File: config.mk
export PLATFORM = sky130hd
export DESIGN_NAME = elevator_scan_ctrl
export DESIGN_NICKNAME = d
export VERILOG_FILES = /design/src/rtl/elev_pkg.sv /design/src/rtl/elev_req_scan.sv /design/src/rtl/elevator_scan_ctrl.sv
export SDC_FILE = /design/constraint.sdc
export NUM_CORES = 1
export LEC_CHECK = 0
export ABC_AREA = 1
export CAP_MARGIN = 20
export CORE_MARGIN = 3
export CORE_UTILIZATION = 40
export CTS_CLUSTER_DIAMETER = 150
export DETAILED_ROUTE_END_ITERATION = 8
export GPL_ROUTABILITY_DRIVEN = 0
export PLACE_DENSITY = 0.72
export SLEW_MARGIN = 20
export SYNTH_ARGS = -nofsm -noshare
export SYNTH_HDL_FRONTEND = slang
export SYNTH_HIERARCHICAL = 1
export SYNTH_SLANG_ARGS = --single-unit
File: constraint.sdc
create_clock -name clk -period 4.8 [get_ports clk]
set_input_delay 0.96 -clock clk [delete_from_list [all_inputs] [get_ports clk]]
set_output_delay 0.96 -clock clk [all_outputs]
set_load 0.03 [all_outputs]
File: src/rtl/elev_pkg.sv
// Shared types for the SCAN elevator controller: FSM state encoding and sweep direction values.
package elev_pkg;

    typedef enum logic [1:0] {
        ST_IDLE,
        ST_MOVE,
        ST_DOOR
    } state_t;

    localparam logic DIR_UP   = 1'b1;
    localparam logic DIR_DOWN = 1'b0;

endpackage

File: src/rtl/elev_req_scan.sv
// Combinational request scanner: reports pending requests above, below and at the car floor.
module elev_req_scan
    import elev_pkg::*;
#(
    parameter int NUM_FLOORS = 8,
    parameter int FLOOR_W    = $clog2(NUM_FLOORS)
) (
    input  logic [NUM_FLOORS-1:0] pending,
    input  logic [FLOOR_W-1:0]    floor,
    output logic                  any_above,
    output logic                  any_below,
    output logic                  here
);

    logic [NUM_FLOORS-1:0] above_m;
    logic [NUM_FLOORS-1:0] below_m;
    logic [NUM_FLOORS-1:0] here_m;

    always_comb begin
        above_m = '0;
        below_m = '0;
        here_m  = '0;
        for (int i = 0; i < NUM_FLOORS; i++) begin
            above_m[i] = (FLOOR_W'(i) > floor);
            below_m[i] = (FLOOR_W'(i) < floor);
            here_m[i]  = (FLOOR_W'(i) == floor);
        end
    end

    assign any_above = |(pending & above_m);
    assign any_below = |(pending & below_m);
    assign here      = |(pending & here_m);

endmodule

File: src/rtl/elevator_scan_ctrl.sv
// N-floor elevator controller with SCAN scheduling, travel/door timers and latched requests.
// Optional emergency-stop input is enabled by defining ELEV_ESTOP_EN.
module elevator_scan_ctrl
    import elev_pkg::*;
#(
    parameter int NUM_FLOORS    = 8,
    parameter int FLOOR_W       = $clog2(NUM_FLOORS),
    parameter int TRAVEL_CYCLES = 4,
    parameter int DOOR_CYCLES   = 6
) (
    input  logic                  clk,
    input  logic                  reset_n,
`ifdef ELEV_ESTOP_EN
    input  logic                  estop,
`endif
    input  logic [NUM_FLOORS-1:0] req,
    output logic [FLOOR_W-1:0]    floor,
    output logic                  moving,
    output logic                  door,
    output logic                  direction,
    output logic [NUM_FLOORS-1:0] pending,
    output logic                  arrive
);

    localparam int TCW = (TRAVEL_CYCLES > 1) ? $clog2(TRAVEL_CYCLES) : 1;
    localparam int DCW = (DOOR_CYCLES > 1) ? $clog2(DOOR_CYCLES) : 1;
    localparam logic [TCW-1:0] TCNT_LOAD = TCW'(TRAVEL_CYCLES - 1);
    localparam logic [DCW-1:0] DCNT_LOAD = DCW'(DOOR_CYCLES - 1);

    function automatic logic [NUM_FLOORS-1:0] onehot(input logic [FLOOR_W-1:0] f);
        logic [NUM_FLOORS-1:0] v;
        v = '0;
        for (int i = 0; i < NUM_FLOORS; i++) begin
            v[i] = (FLOOR_W'(i) == f);
        end
        return v;
    endfunction

    state_t                state_q, state_nx;
    logic [TCW-1:0]        tcnt_q, tcnt_nx;
    logic [DCW-1:0]        dcnt_q, dcnt_nx;
    logic [FLOOR_W-1:0]    floor_nx;
    logic                  moving_nx, door_nx, dir_nx, arrive_nx;
    logic [NUM_FLOORS-1:0] pending_nx;
    logic [NUM_FLOORS-1:0] served;
    logic [NUM_FLOORS-1:0] here_oh, step_oh;
    logic [FLOOR_W-1:0]    step_floor;
    logic                  any_above, any_below, here;
    logic                  halt;

`ifdef ELEV_ESTOP_EN
    assign halt = estop;
`else
    assign halt = 1'b0;
`endif

    elev_req_scan #(
        .NUM_FLOORS (NUM_FLOORS),
        .FLOOR_W    (FLOOR_W)
    ) u_scan (
        .pending   (pending),
        .floor     (floor),
        .any_above (any_above),
        .any_below (any_below),
        .here      (here)
    );

    assign step_floor = (direction == DIR_UP) ? floor + FLOOR_W'(1) : floor - FLOOR_W'(1);
    assign step_oh    = onehot(step_floor);
    assign here_oh    = onehot(floor);

    always_comb begin
        state_nx  = state_q;
        tcnt_nx   = tcnt_q;
        dcnt_nx   = dcnt_q;
        floor_nx  = floor;
        moving_nx = moving;
        door_nx   = door;
        dir_nx    = direction;
        arrive_nx = 1'b0;
        served    = '0;

        // A halted controller holds every timer and the floor; requests keep latching.
        if (halt) begin
            moving_nx = 1'b0;
        end else begin
            case (state_q)
                ST_IDLE: begin
                    if (here) begin
                        state_nx = ST_DOOR;
                        door_nx  = 1'b1;
                        dcnt_nx  = DCNT_LOAD;
                        served   = here_oh;
                    end else if (pending != '0) begin
                        dir_nx    = (any_above && (direction == DIR_UP || !any_below)) ? DIR_UP : DIR_DOWN;
                        state_nx  = ST_MOVE;
                        moving_nx = 1'b1;
                        tcnt_nx   = TCNT_LOAD;
                    end
                end
                ST_MOVE: begin
                    moving_nx = 1'b1;
                    if (tcnt_q == '0) begin
                        floor_nx  = step_floor;
                        arrive_nx = 1'b1;
                        // A request landing on the arrival edge still stops the car here.
                        if (((pending | req) & step_oh) != '0) begin
                            state_nx  = ST_DOOR;
                            moving_nx = 1'b0;
                            door_nx   = 1'b1;
                            dcnt_nx   = DCNT_LOAD;
                            served    = step_oh;
                        end else begin
                            tcnt_nx = TCNT_LOAD;
                        end
                    end else begin
                        tcnt_nx = tcnt_q - TCW'(1);
                    end
                end
                ST_DOOR: begin
                    served = here_oh;
                    if ((req & here_oh) != '0) begin
                        dcnt_nx = DCNT_LOAD;
                    end else if (dcnt_q == '0) begin
                        door_nx  = 1'b0;
                        state_nx = ST_IDLE;
                    end else begin
                        dcnt_nx = dcnt_q - DCW'(1);
                    end
                end
                default: begin
                    state_nx = ST_IDLE;
                end
            endcase
        end

        pending_nx = (pending | req) & ~served;
    end

    always_ff @(posedge clk or negedge reset_n) begin
        if (!reset_n) begin
            state_q   <= ST_IDLE;
            tcnt_q    <= '0;
            dcnt_q    <= '0;
            floor     <= '0;
            moving    <= 1'b0;
            door      <= 1'b0;
            direction <= DIR_UP;
            pending   <= '0;
            arrive    <= 1'b0;
        end else begin
            state_q   <= state_nx;
            tcnt_q    <= tcnt_nx;
            dcnt_q    <= dcnt_nx;
            floor     <= floor_nx;
            moving    <= moving_nx;
            door      <= door_nx;
            direction <= dir_nx;
            pending   <= pending_nx;
            arrive    <= arrive_nx;
        end
    end

endmodule

==> metrics.txt, run 1 <==
top_reg_cell synth dfrtp_1; Gate Count Post-Synth 292; Post-Route WL 4670 µm; Setup TNS Final 0 ns; R2R Path End pending[5]; Pwr per Cell Area 831.2 nW/µm²; Yosys warning count 6; Initial Util 43.06%; largest net degree at the start of global routing 23; hold_buf cts 0; Worst Path Arrival 1.99 ns; width of the die 75.63 µm; DRC 0; final setup fails 0; vias in the first global route 1750; post-CTS setup buffer count 0; CTS tree built; Max-Cap Viols 0; leakage 1.176 nW; die area 5720 µm²; drt first pass iters 4; reg2reg start floor[2]; drt via density 5.027; Synth area leaders dfrtp_1 27%, nand2_1 17%, nand3_1 8.0%; Slowest cell on crit path dfrtp_1; worst hold path class reg2reg; layout cell share with drive strength beyond 1 12.66%; flops & latches, synth 22; Finished Layout Cells 368; I/O Pins 25; setup slack at placement 2.146 ns; CTS Buf Count 3; Slew @ Worst Pin 0.8496 ns; worst setup path class reg2out; r2r worst-path depth 11; crit-path cells clkdlybuf4s50_1; grt ovf 0; WHS 0.4728 ns; Crit. End Element primary output; Reg clk slew, reported paths 0.09 ns; Setup Skew 0.003793 ns; hold depth 2; GRT Resource Usage Total 18.06%; Buf/Inv on CP 1; Post-Synthesis Cell Area 1939 µm²; Hold Startpoint door; Site Rows 24; Syn Area/Cell 6.642 µm²; Largest stage delay, worst path 0.90 ns; flop2flop setup slack 2.25 ns; Netlist cell types 28; WL/cell 12.69 µm; CP startpoint kind flip-flop; top cell family by delay on the critical path flip-flops; status complete, no violations; global-route wire length before repair 7955 µm; Clock Sinks 22; sequential-to-total area share from yosys stat 28.45%; root buffer cell clkbuf_8; # diodes 0; PortBufs 24; CP max FO 21; Final Hold Fails 0; fin crit period 2.950 ns; htree depth 1; DP Wirelength 3655 µm; fin worst setup slack 1.850 ns; cell taking the most area after synthesis dfrtp_1; Max-slew headroom 43.36%; Max Clk Rate 0.3390 GHz; RSZ-0062 raised after global routing false; initial DRC count 105; Layout area overhead 17.03%; Post-DRT Antenna Nets 0; Post-Syn Nets 313; WP data required 3.84 ns; async set or reset register ratio after synthesis 100.0%; Post-synth EDFFs 0; antenna violations before repair 0; clk_lat worst skew 0.27 ns; VDD IR-drop max 263.7 µV; fin nets 338; clk buf depth 2; Die Ht 75.63 µm; period utilization 61.46%; routed via count 1850; cts repair resizes 0; Core ar. 4504 µm²; end of the worst hold path door; Placed Cells 364; Synth top area share 27.10%; Final Max Tran Viols 0
## layout make-up
cell class              instances  area, µm²
inverters                      45      171.4
well taps                      52      65.06
repair buffers                 24      235.2
multi-input cells             221       1175
clock buffers                   3      41.29
clock inverters                 1      30.03
flip-flops and latches         22      551.8
fillers                       471       2235
## metal layers
layer | routed length, µm | global-route usage (%)
met5 | 0 | 0
met2 | 2201 | 30.68
met3 | 267 | 2.111
met4 | 51 | 4.272
met1 | 2150 | 24.55
## metrics by stage
step           total power, mW  instance area (µm²)  utilization, %
2_1_floorplan            1.407                 1939               -
3_3_place_gp             1.683                 2203           48.92
3_5_place_dp             1.707                 2203           48.92
4_1_cts                  1.894                 2275           50.50
5_1_grt                  2.083                 2270           50.39
6_report                 1.887                 2270           50.39
## cell usage after synthesis, types with 2 or more instances
cell / instances
nand4_1: 9
o21ai_0: 6
inv_1: 40
dfrtp_1: 21
nand2_4: 4
nor4_1: 2
nor2_4: 4
nand2_2: 7
buf_6: 3
nand3_4: 2
nand3_1: 31
nand2_1: 88
inv_2: 4
nor2_1: 40
ha_1: 11
nand3_2: 2
nor2_2: 7
## layout by cell type (no fill, tap or decap), drive strengths merged, types with 2 or more instances in the layout
master | Yosys | routed
nand2 | 99 | 99
nor2 | 52 | 52
inv | 45 | 45
nand3 | 35 | 35
clkdlybuf4s50 | 0 | 23
dfrtp | 21 | 21
ha | 11 | 11
nand4 | 9 | 9
o21ai | 7 | 7
clkbuf | 0 | 3
nor4 | 2 | 2
## flip-flops by register name (all words and copies together), names as in the netlist
name       cells
pending        8
dcnt_q         3
floor          3
state_q        2
tcnt_q         2
arrive         1
direction      1
door           1
moving         1
## worst register-to-register path: stages, from the launching register on
cell     delay [ns]
dfrtp_1        0.90
nand2_1        0.20
nor2_2         0.15
nand2_1        0.06
nand2_1        0.06
nor2_1         0.05
nand2_1        0.10
inv_1          0.07
a21oi_1        0.56
nand3_1        0.15
nand2_1        0.11
nor2_1         0.04
## worst max-delay path by stage
stage | cells after the start | from | slack [ns] | endpoint
after floorplan | 14 | floor[0] | 2.60 | tcnt_q[1]
after global placement | 1 | floor[2] | 2.17 | floor[2]
after detailed placement | 1 | floor[2] | 2.15 | floor[2]
after CTS | 1 | floor[2] | 1.84 | floor[2]
after global routing | 1 | floor[2] | 1.77 | floor[2]
final | 1 | floor[2] | 1.85 | floor[2]
## power breakdown
part | switching [mW] | total, mW | internal [mW]
clock | 0.0663 | 0.178 | 0.112
combinational | 0.844 | 1.31 | 0.462
sequential | 0.132 | 0.403 | 0.270
## cell families after synthesis
| logic type | after synthesis | synth area share [%] |
|---|---|---|
| buf+inv | 49 | 10.97 |
| compound gates | 9 | 2.645 |
| xor+xnor | 1 | 0.4517 |
| fa+ha+maj | 11 | 7.097 |
| flops | 22 | 28.45 |
| simple gates | 200 | 50.39 |
Power figures use the tool's default switching activity.
==> run 2: changes to the inputs <==
Clock period 4.8 ns to 2.87 ns, I/O delays scaled along.
==> metrics.txt, run 2 (synthesis gave the netlist of run 1 again) <==
status complete, no violations; CTS tree built; Post-DRT Antenna Nets 0 (unchanged); Largest stage delay, worst path 0.69 ns (-0.21 ns); vias in the first global route 1724 (-1.5%); routed via count 1853 (+0.16%); Max-slew headroom 58.87% (+16 points); Buf/Inv on CP 2 (+1); most common cell after layout, fill and taps aside nand2_1; clk_lat worst skew 0.27 ns (about the same); Final Hold Fails 0 (unchanged); Die Ht 75.63 µm (unchanged); layout cell share with drive strength beyond 1 12.89% (+0.23 points); Pwr per Cell Area 1366 nW/µm² (+64%); WL/cell 13.01 µm (+2.5%); Largest register FFs 8 (unchanged); period utilization 83.19%; fin nets 340 (+0.59%); antenna violations before repair 0 (unchanged); Worst Path Arrival 2.55 ns (+0.56 ns); fin crit period 2.387 ns; PortBufs 24 (unchanged); VDD IR-drop max 522.5 µV (+98%); worst hold path class reg2reg; grt ovf 0 (unchanged); Clock Sinks 22 (unchanged); CTS Buf Count 3 (unchanged); DRC 0 (unchanged); RSZ-0062 raised after global routing false; GRT Resource Usage Total 18.23% (+0.17 points); Layout area overhead 17.23%; CP startpoint kind flip-flop; drt first pass iters 4 (unchanged); Crit. End Element flip-flop; Reg clk slew, reported paths 0.09 ns (about the same); worst setup path class reg2reg; WP data required 3.03 ns (-0.81 ns); largest reg by FF count pending; CP max FO 14 (-33%); Setup Skew 0.005120 ns (+0.001327 ns); cts repair resizes 0 (unchanged); post-CTS setup buffer count 0 (unchanged); leakage 1.179 nW (+0.26%); root buffer cell clkbuf_8; top cell family by delay on the critical path simple AND/OR/NAND/NOR gates; Setup TNS Final 0 ns (unchanged); Placed Cells 366 (+0.55%); DP Wirelength 3825 µm (+4.6%); most frequent cells in the layout 88 x nand2_1, 40 x inv_1, 40 x nor2_1; Top Registers pending (8), dcnt_q (3), floor (3); Max Clk Rate 0.4189 GHz; Final Max Tran Viols 0 (unchanged); hold_buf cts 0 (unchanged); Core ar. 4504 µm² (unchanged); # diodes 0 (unchanged); Initial Util 43.06% (unchanged); final setup fails 0 (unchanged); Site Rows 24 (unchanged); crit-path cells inv_1 > ha_1 > inv_1 > nand2_2 > nand2_2 > nor2_1 > nand3_1 > nand2_1 > nor2_2 > nand2_4 > nand3_1 > nand2_1 > nor2_1; htree depth 1 (unchanged); I/O Pins 25 (unchanged); Slowest cell on crit path dfrtp_1; Finished Layout Cells 370 (+0.54%); drt via density 5.008 (-0.38%); Post-Route WL 4814 µm (+3.1%); width of the die 75.63 µm (unchanged); clk buf depth 2 (unchanged); largest net degree at the start of global routing 16 (-30%); die area 5720 µm² (unchanged); Slew @ Worst Pin 0.6169 ns (-0.2326 ns); global-route wire length before repair 8010 µm (+0.69%); fillers 468 (-0.64%); initial DRC count 159 (+51%); Max-Cap Viols 0 (unchanged)
-- run 2: cell type report --
cell class	count	area [µm²]	share of cell area, %
multi-input combinational	221	1175	51.68
sequential	22	551.8	24.27
timing repair buffer	26	255.2	11.23
inverter	45	171.4	7.540
tap	52	65.06	2.862
clock buffer	4	55.05	2.422
-- run 2: through the flow --
step	instance area [µm²]	total power [mW]	hold WS, ns	util, %	setup slack, ns
global route	2273	3.407	0.5204	50.47	0.2463
floorplan	1939	2.353	0.2784	-	0.6738
finish	2273	3.105	0.4862	50.47	0.4825
global placement	2218	2.833	0.4663	49.25	0.5379
detailed placement	2218	2.866	0.4727	49.25	0.5257
CTS	2273	3.108	0.4907	50.47	0.5104
-- run 2: path summary, 6_finish.rpt --
path | endpoint | startpoint | cells past startpoint | slack (ns)
worst max register to register | pending[6] | floor[1] | 13 | 0.48
worst min register to register | tcnt_q[0] | tcnt_q[0] | 1 | 0.49
worst min-delay path | tcnt_q[0] | tcnt_q[0] | 1 | 0.49
max in group asynchronous | direction | reset_n | 2 | 1.57
worst max-delay path | pending[6] | floor[1] | 13 | 0.48
min in group asynchronous | pending[6] | reset_n | 1 | 0.66
-- run 2: report_power, final --
group | switching, mW | leakage [nW] | internal (mW)
logic | 1.43 | 0.908 | 0.778
clock network | 0.111 | 0.0288 | 0.123
registers | 0.206 | 0.243 | 0.452
total | 1.75 | 1.18 | 1.35
-- run 2: metal layers --
layer | GRT usage [%] | part of all wire, % | wire (µm) | vias to the layer above
met3 | 1.583 | 4.7 | 224 | 6
met2 | 29.91 | 47 | 2245 | 57
met5 | 0 | 0 | 0 | -
met1 | 26.09 | 48 | 2296 | 828
met4 | 4.078 | 0.98 | 47 | 0
li1 | - | - | - | 962
-- run 2: worst reg2reg max path, delay by kind of cell, from the launching register on --
kind	cells	cell delay, ns
buffers and inverters	2	0.26
flip-flops	1	0.69
AND/OR/NAND/NOR	10	0.98
adder cells (fa/ha/maj)	1	0.36
==> RTL change 1 (flow settings as in run 2) <==
Put one more register stage on the output `pending`, with the module's reset. The value now appears one clock later. The other outputs are not delayed to match. Comments in the files are not updated.
--- a/src/rtl/elevator_scan_ctrl.sv
+++ b/src/rtl/elevator_scan_ctrl.sv
@@ -26,6 +26,8 @@
     localparam int DCW = (DOOR_CYCLES > 1) ? $clog2(DOOR_CYCLES) : 1;
     localparam logic [TCW-1:0] TCNT_LOAD = TCW'(TRAVEL_CYCLES - 1);
     localparam logic [DCW-1:0] DCNT_LOAD = DCW'(DOOR_CYCLES - 1);
+
+    logic [NUM_FLOORS-1:0] pending_s0;
 
     function automatic logic [NUM_FLOORS-1:0] onehot(input logic [FLOOR_W-1:0] f);
         logic [NUM_FLOORS-1:0] v;
@@ -58,7 +60,7 @@
         .NUM_FLOORS (NUM_FLOORS),
         .FLOOR_W    (FLOOR_W)
     ) u_scan (
-        .pending   (pending),
+        .pending   (pending_s0),
         .floor     (floor),
         .any_above (any_above),
         .any_below (any_below),
@@ -91,7 +93,7 @@
                         door_nx  = 1'b1;
                         dcnt_nx  = DCNT_LOAD;
                         served   = here_oh;
-                    end else if (pending != '0) begin
+                    end else if (pending_s0 != '0) begin
                         dir_nx    = (any_above && (direction == DIR_UP || !any_below)) ? DIR_UP : DIR_DOWN;
                         state_nx  = ST_MOVE;
                         moving_nx = 1'b1;
@@ -104,7 +106,7 @@
                         floor_nx  = step_floor;
                         arrive_nx = 1'b1;
                         // A request landing on the arrival edge still stops the car here.
-                        if (((pending | req) & step_oh) != '0) begin
+                        if (((pending_s0 | req) & step_oh) != '0) begin
                             state_nx  = ST_DOOR;
                             moving_nx = 1'b0;
                             door_nx   = 1'b1;
@@ -134,7 +136,7 @@
             endcase
         end
 
-        pending_nx = (pending | req) & ~served;
+        pending_nx = (pending_s0 | req) & ~served;
     end
 
     always_ff @(posedge clk or negedge reset_n) begin
@@ -146,7 +148,7 @@
             moving    <= 1'b0;
             door      <= 1'b0;
             direction <= DIR_UP;
-            pending   <= '0;
+            pending_s0 <= '0;
             arrive    <= 1'b0;
         end else begin
             state_q   <= state_nx;
@@ -156,8 +158,16 @@
             moving    <= moving_nx;
             door      <= door_nx;
             direction <= dir_nx;
-            pending   <= pending_nx;
+            pending_s0 <= pending_nx;
             arrive    <= arrive_nx;
+        end
+    end
+
+    always_ff @(posedge clk or negedge reset_n) begin
+        if (!reset_n) begin
+            pending <= '0;
+        end else begin
+            pending <= pending_s0;
         end
     end
 
Behaviour: not the same (Yosys sat finds a counterexample within 4 cycles, from zero or initial values and one cycle with reset_n low).
==> RTL change 1 against run 2 <==
  * Sequential cell count grew 8
  * Area after synthesis increased by 4.0%
  * Routed wire length fell by 3.8%
  * Cell count increased by 2.2%
  * Setup slack got worse by 0.13 ns
  * Count of clock-buffer cells in the layout is 1 higher
  * Die area is 3.7% higher
  * Power shrank 7.3%
  * Clock skew decreased by 0.0024 ns
  * Clock power is 36% higher
  * Design area grew 5.6%
  * First-iteration DRC count grew 1.3%
  * Largest cell class unchanged
  * Largest power group unchanged
==> RTL change 1: results (changes against run 2) <==
| Metric | Value |
|---|---|
| Clock transition at path regs | `0.06 ns (-0.03 ns)` |
| Leak | `0.00116 uW (-1.9%)` |
| GRT Overall Usage | `16.8% (-1.4 points)` |
| FF-to-FF setup slack | `0.35 ns (-0.13 ns)` |
| Synth unique cells | `29 (+3.6%)` |
| Drt initial violations | `161 (+1.3%)` |
| Antenna violations before repair | `0 (unchanged)` |
| Routed wl met2 | `2190 um (-2.6%)` |
| Vias in the first global route | `1703 (-1.2%)` |
| Syn Nets | `302 (-3.5%)` |
| Adder-cell share of the synthesized area | `6.82% (-0.27 points)` |
| Mean number of vias per cell | `4.82 (-3.8%)` |
| Dpl cell area | `2320 um^2 (+4.7%)` |
| CP Launch Type | `flop` |
| Clock Latency Late Sink | `0.29 ns (+0.02 ns)` |
| Dpl ws | `0.398 ns (-0.128 ns)` |
| # setup viols final | `0 (unchanged)` |
| Routed length on met1 | `2090 um (-9.1%)` |
| H-tree depth | `2 (+1)` |
| Sequential share of the synthesized area | `37.3% (+8.8 points)` |
| Worst clock skew | `0.00274 ns (-0.00238 ns)` |
| Post-Synth XOR/XNOR Area | `0.868% (+0.42 points)` |
| Routed len/inst | `12.2 um (-5.9%)` |
| Critical Path AT | `2.69 ns (+0.14 ns)` |
| Commonest cells in the netlist | `nand2_1, nor2_1, inv_1` |
| Post-route ant nets | `0 (unchanged)` |
| Post-detail-place hpwl | `3490 um (-8.7%)` |
| Share of cells above drive strength 1 | `9.97% (-2.9 points)` |
| Hold_sp | `door$_DFFE_PN0P_` |
| Ant diodes | `0 (unchanged)` |
| Gate Count Post-Synth | `281 (-3.8%)` |
| Status | `finished, final reports clean` |
| Tmin final | `2.52 ns (+0.132 ns)` |
| First-pass GRT wire length | `7930 um (-1.0%)` |
| Number of nets in the layout | `332 (-2.4%)` |
| Largest registers | `pending: 8 flops, pending_s0: 8 flops` |
| Total CTS buffers | `5 (+2)` |
| Sw Share | `51.8% (-4.7 points)` |
| Largest net degree at the start of global routing | `31 (+15)` |
| Worst VDD drop | `0.000489 V (-6.4%)` |
| Met3 wire length | `267 um (+19%)` |
| Cells after DPL | `371 (+1.4%)` |
| Slew @ Worst Pin | `0.563 ns (-0.0543 ns)` |
| Iteration count of the initial detailed-routing pass | `5 (+1)` |
| Compound-Gate Fraction of Synth Area | `6.70% (+4.1 points)` |
RTL change 1: cell types whose count changed in the layout (fill, tap and decap cells not counted), sizes merged, moves of 3 or more:
cell / before / now
nand2: 99 / 83
nand3: 35 / 23
o21ai: 7 / 19
dfrtp: 21 / 29
inv: 45 / 41
nor2: 52 / 49
nand4: 9 / 6
RTL change 1: worst reg2reg max path: stages (launching register included):
cell and delay, ns:
dfrtp_1 0.70, inv_1 0.20, ha_1 0.37, inv_1 0.06, nand2_1 0.05, nand2_1 0.06
nor2_1 0.26, nand3_1 0.13, nand2_1 0.08, nor2_2 0.05, nand2_2 0.08, nand2_4 0.08
o21ai_0 0.21, nor2_1 0.08
RTL change 1: per-stage QoR:
stage          hold WS, ns  utilization [%]
2_1_floorplan        0.278                -
3_3_place_gp         0.455             48.5
3_5_place_dp         0.462             48.5
4_1_cts              0.478             50.2
5_1_grt              0.496             50.2
6_report             0.473             50.2
RTL change 1: cells by family (layout without fill, tap and decap cells):
family	after synthesis	count (layout)
simple gates	169	169
xor+xnor	2	2
compound gates	25	25
fa+ha+maj	11	11
flops	30	30
buf+inv	44	74
RTL change 1: layout make-up:
| cell class | count | area, um^2 |
|---|---|---|
| well taps | 67 | 83.8 |
| repair buffers | 26 | 255 |
| clock buffers | 5 | 68.8 |
| inverters | 41 | 156 |
| flip-flops and latches | 30 | 752 |
| fillers | 475 | 2380 |
| multi-input cells | 207 | 1070 |
| clock inverters | 2 | 10.0 |
RTL change 1: path summary, 6_finish.rpt:
check	cells after the start	to
min reg2reg	2	door$_DFFE_PN0P_
max reg2reg	13	pending_s0[1]$_DFF_PN0_
max	13	pending_s0[1]$_DFF_PN0_
min in group asynchronous	2	door$_DFFE_PN0P_
min	2	door$_DFFE_PN0P_
max in group asynchronous	2	direction$_DFFE_PN1P_
RTL change 1: layer usage:
metal | GRT usage, % | vias to the layer above
li1 | - | 940
met1 | 21.8 | 830
met2 | 27.1 | 44
met3 | 3.99 | 7
met4 | 6.41 | 0
met5 | 0 | -
RTL change 1: power groups by stage:
stage	registers (uW)	logic, uW	clock network [uW]
after floorplan	880	1230	0
after global placement	797	1730	0
after detailed placement	802	1760	0
after CTS	795	1770	328
after global routing	827	2010	348
final	799	1760	318
==> RTL change 2 (settings of run 2) <==
Without the edit above. The parameter `DOOR_CYCLES` goes from 6 to 7.
--- a/src/rtl/elevator_scan_ctrl.sv
+++ b/src/rtl/elevator_scan_ctrl.sv
@@ -6,7 +6,7 @@
     parameter int NUM_FLOORS    = 8,
     parameter int FLOOR_W       = $clog2(NUM_FLOORS),
     parameter int TRAVEL_CYCLES = 4,
-    parameter int DOOR_CYCLES   = 6
+    parameter int DOOR_CYCLES   = 7
 ) (
     input  logic                  clk,
     input  logic                  reset_n,
Behaviour: not the same (Yosys sat finds a counterexample within 10 cycles, from zero or initial values and one cycle with reset_n low).
==> RTL change 2 against run 2 <==
  * Setup slack got worse by 0.041 ns
  * Sequential cell count unchanged
  * Routed wire length down 3.4%
  * Sequential share of layout area up 0.35 points
  * Hold slack worse by 0.0080 ns
  * Design area shrank 1.4%
  * Area after synthesis down 3.0%
  * Fmax shrank 1.7%
  * Power shrank 2.6%
  * Critical path type is now reg -> out
  * Critical endpoint is now floor[2]
  * Highest routed layer unchanged
==> RTL change 2: results (changes against run 2) <==
| Metric | Value |
|---|---|
| Dominant cells by area after synthesis | `dfrtp_1, nand2_1, nor2_1, nand3_1, inv_1` |
| Largest net degree at the start of global routing | `20 (+4)` |
| Commonest cells in the netlist | `nand2_1, nor2_1, inv_1` |
| Synth unique cells | `26 (-7.1%)` |
| Leak | `0.00119 uW (+0.57%)` |
| Vias in the first global route | `1682 (-2.4%)` |
| Critical Path AT | `1.85 ns (-0.70 ns)` |
| Mean number of vias per cell | `5.03 (+0.38%)` |
| Sequential share of the synthesized area | `29.3% (+0.89 points)` |
| Clock transition at path regs | `~0.080 ns` |
| CP max FO | `19 (+5)` |
| GRT Overall Usage | `18.3% (+0.064 points)` |
| Worst clock skew | `0.00277 ns (-0.00235 ns)` |
| Total CTS buffers | `3 (unchanged)` |
| Worst VDD drop | `0.000415 V (-21%)` |
| CP top delay family | `buffers and inverters` |
| Slowest library cell on the worst path | `clkdlybuf4s50_1` |
| Share of cells above drive strength 1 | `9.75% (-3.1 points)` |
| Syn Nets | `312 (-0.32%)` |
| Hold Path Stages | `2 (+1)` |
| Reg2Reg Depth | `11 (-2)` |
| Clock Latency Late Sink | `0.27 ns (about the same)` |
| Status | `finished, final reports clean` |
| Fillers | `463 (-1.1%)` |
| Worst Hold Class | `reg -> reg` |
| First-pass GRT wire length | `7870 um (-1.7%)` |
| Slew @ Worst Pin | `0.680 ns (+0.0633 ns)` |
| Routed len/inst | `12.6 um (-3.4%)` |
| Dpl ws | `0.547 ns (+0.0217 ns)` |
| Max incr delay on CP | `0.80 ns (+0.11 ns)` |
| Iteration count of the initial detailed-routing pass | `5 (+1)` |
| Drt initial violations | `227 (+43%)` |
| Antenna violations before repair | `0 (unchanged)` |
| Post-synth EDFFs | `0 (unchanged)` |
| Post-detail-place hpwl | `3680 um (-3.8%)` |
==> RTL change 2: per-layer routing <==
| layer | track usage [%] | up-vias | share of wire (%) |
|---|---|---|---|
| met5 | 0 | - | 0 |
| met4 | 4.74 | 0 | 1.1 |
| met3 | 1.76 | 5 | 3.9 |
| met2 | 30.1 | 51 | 47 |
| met1 | 25.7 | 845 | 48 |
| li1 | - | 959 | - |
==> RTL change 2: worst paths after layout <==
path                                  startpoint  slack (ns)                    end
max reg2reg                 floor[2]$_DFFE_PN0P_        0.51   pending[5]$_DFF_PN0_
min                        dcnt_q[0]$_DFFE_PN0P_        0.48  dcnt_q[0]$_DFFE_PN0P_
min reg2reg                dcnt_q[0]$_DFFE_PN0P_        0.48  dcnt_q[0]$_DFFE_PN0P_
max in group asynchronous                reset_n        1.58  direction$_DFFE_PN1P_
min in group asynchronous                reset_n        0.65  dcnt_q[2]$_DFFE_PN0P_
max                         floor[2]$_DFFE_PN0P_        0.44               floor[2]
==> RTL change 2: cell families (layout without fill, tap and decap cells) <==
| family | after synthesis | in the layout | share of synthesized area (%) |
|---|---|---|---|
| xor gates and xnor gates | 1 | 1 | 0.466 |
| and+or+nand+nor | 197 | 197 | 48.5 |
| buffers and inverters | 50 | 77 | 11.4 |
| DFF | 22 | 22 | 29.3 |
| adders and majority gates | 11 | 11 | 7.32 |
| AOI/OAI and AO/OA | 10 | 10 | 2.99 |
==> RTL change 2: stage by stage <==
step | hold slack [ns] | total power (uW) | std cells | utilization (%) | instance area [um^2]
3_5_place_dp | 0.461 | 2720 | 366 | 48.8 | 2170
4_1_cts | 0.483 | 3020 | 370 | 50.4 | 2240
5_1_grt | 0.491 | 3330 | 370 | 50.4 | 2240
3_3_place_gp | 0.459 | 2690 | 366 | 48.8 | 2170
6_report | 0.478 | 3020 | 370 | 50.4 | 2240
2_1_floorplan | 0.278 | 2210 | 291 | - | 1880
==> RTL change 2: cell type report <==
class / count / area share (%)
clock buffer: 3 / 1.84
clock inverter: 1 / 1.34
inverter: 46 / 7.82
multi-input combinational: 219 / 49.7
sequential: 22 / 24.6
tap: 52 / 2.90
timing repair buffer: 27 / 11.7
==> RTL change 2: report_power, final <==
part           switching (uW)  internal (uW)
sequential                184            453
clock                     106            186
combinational            1370            723
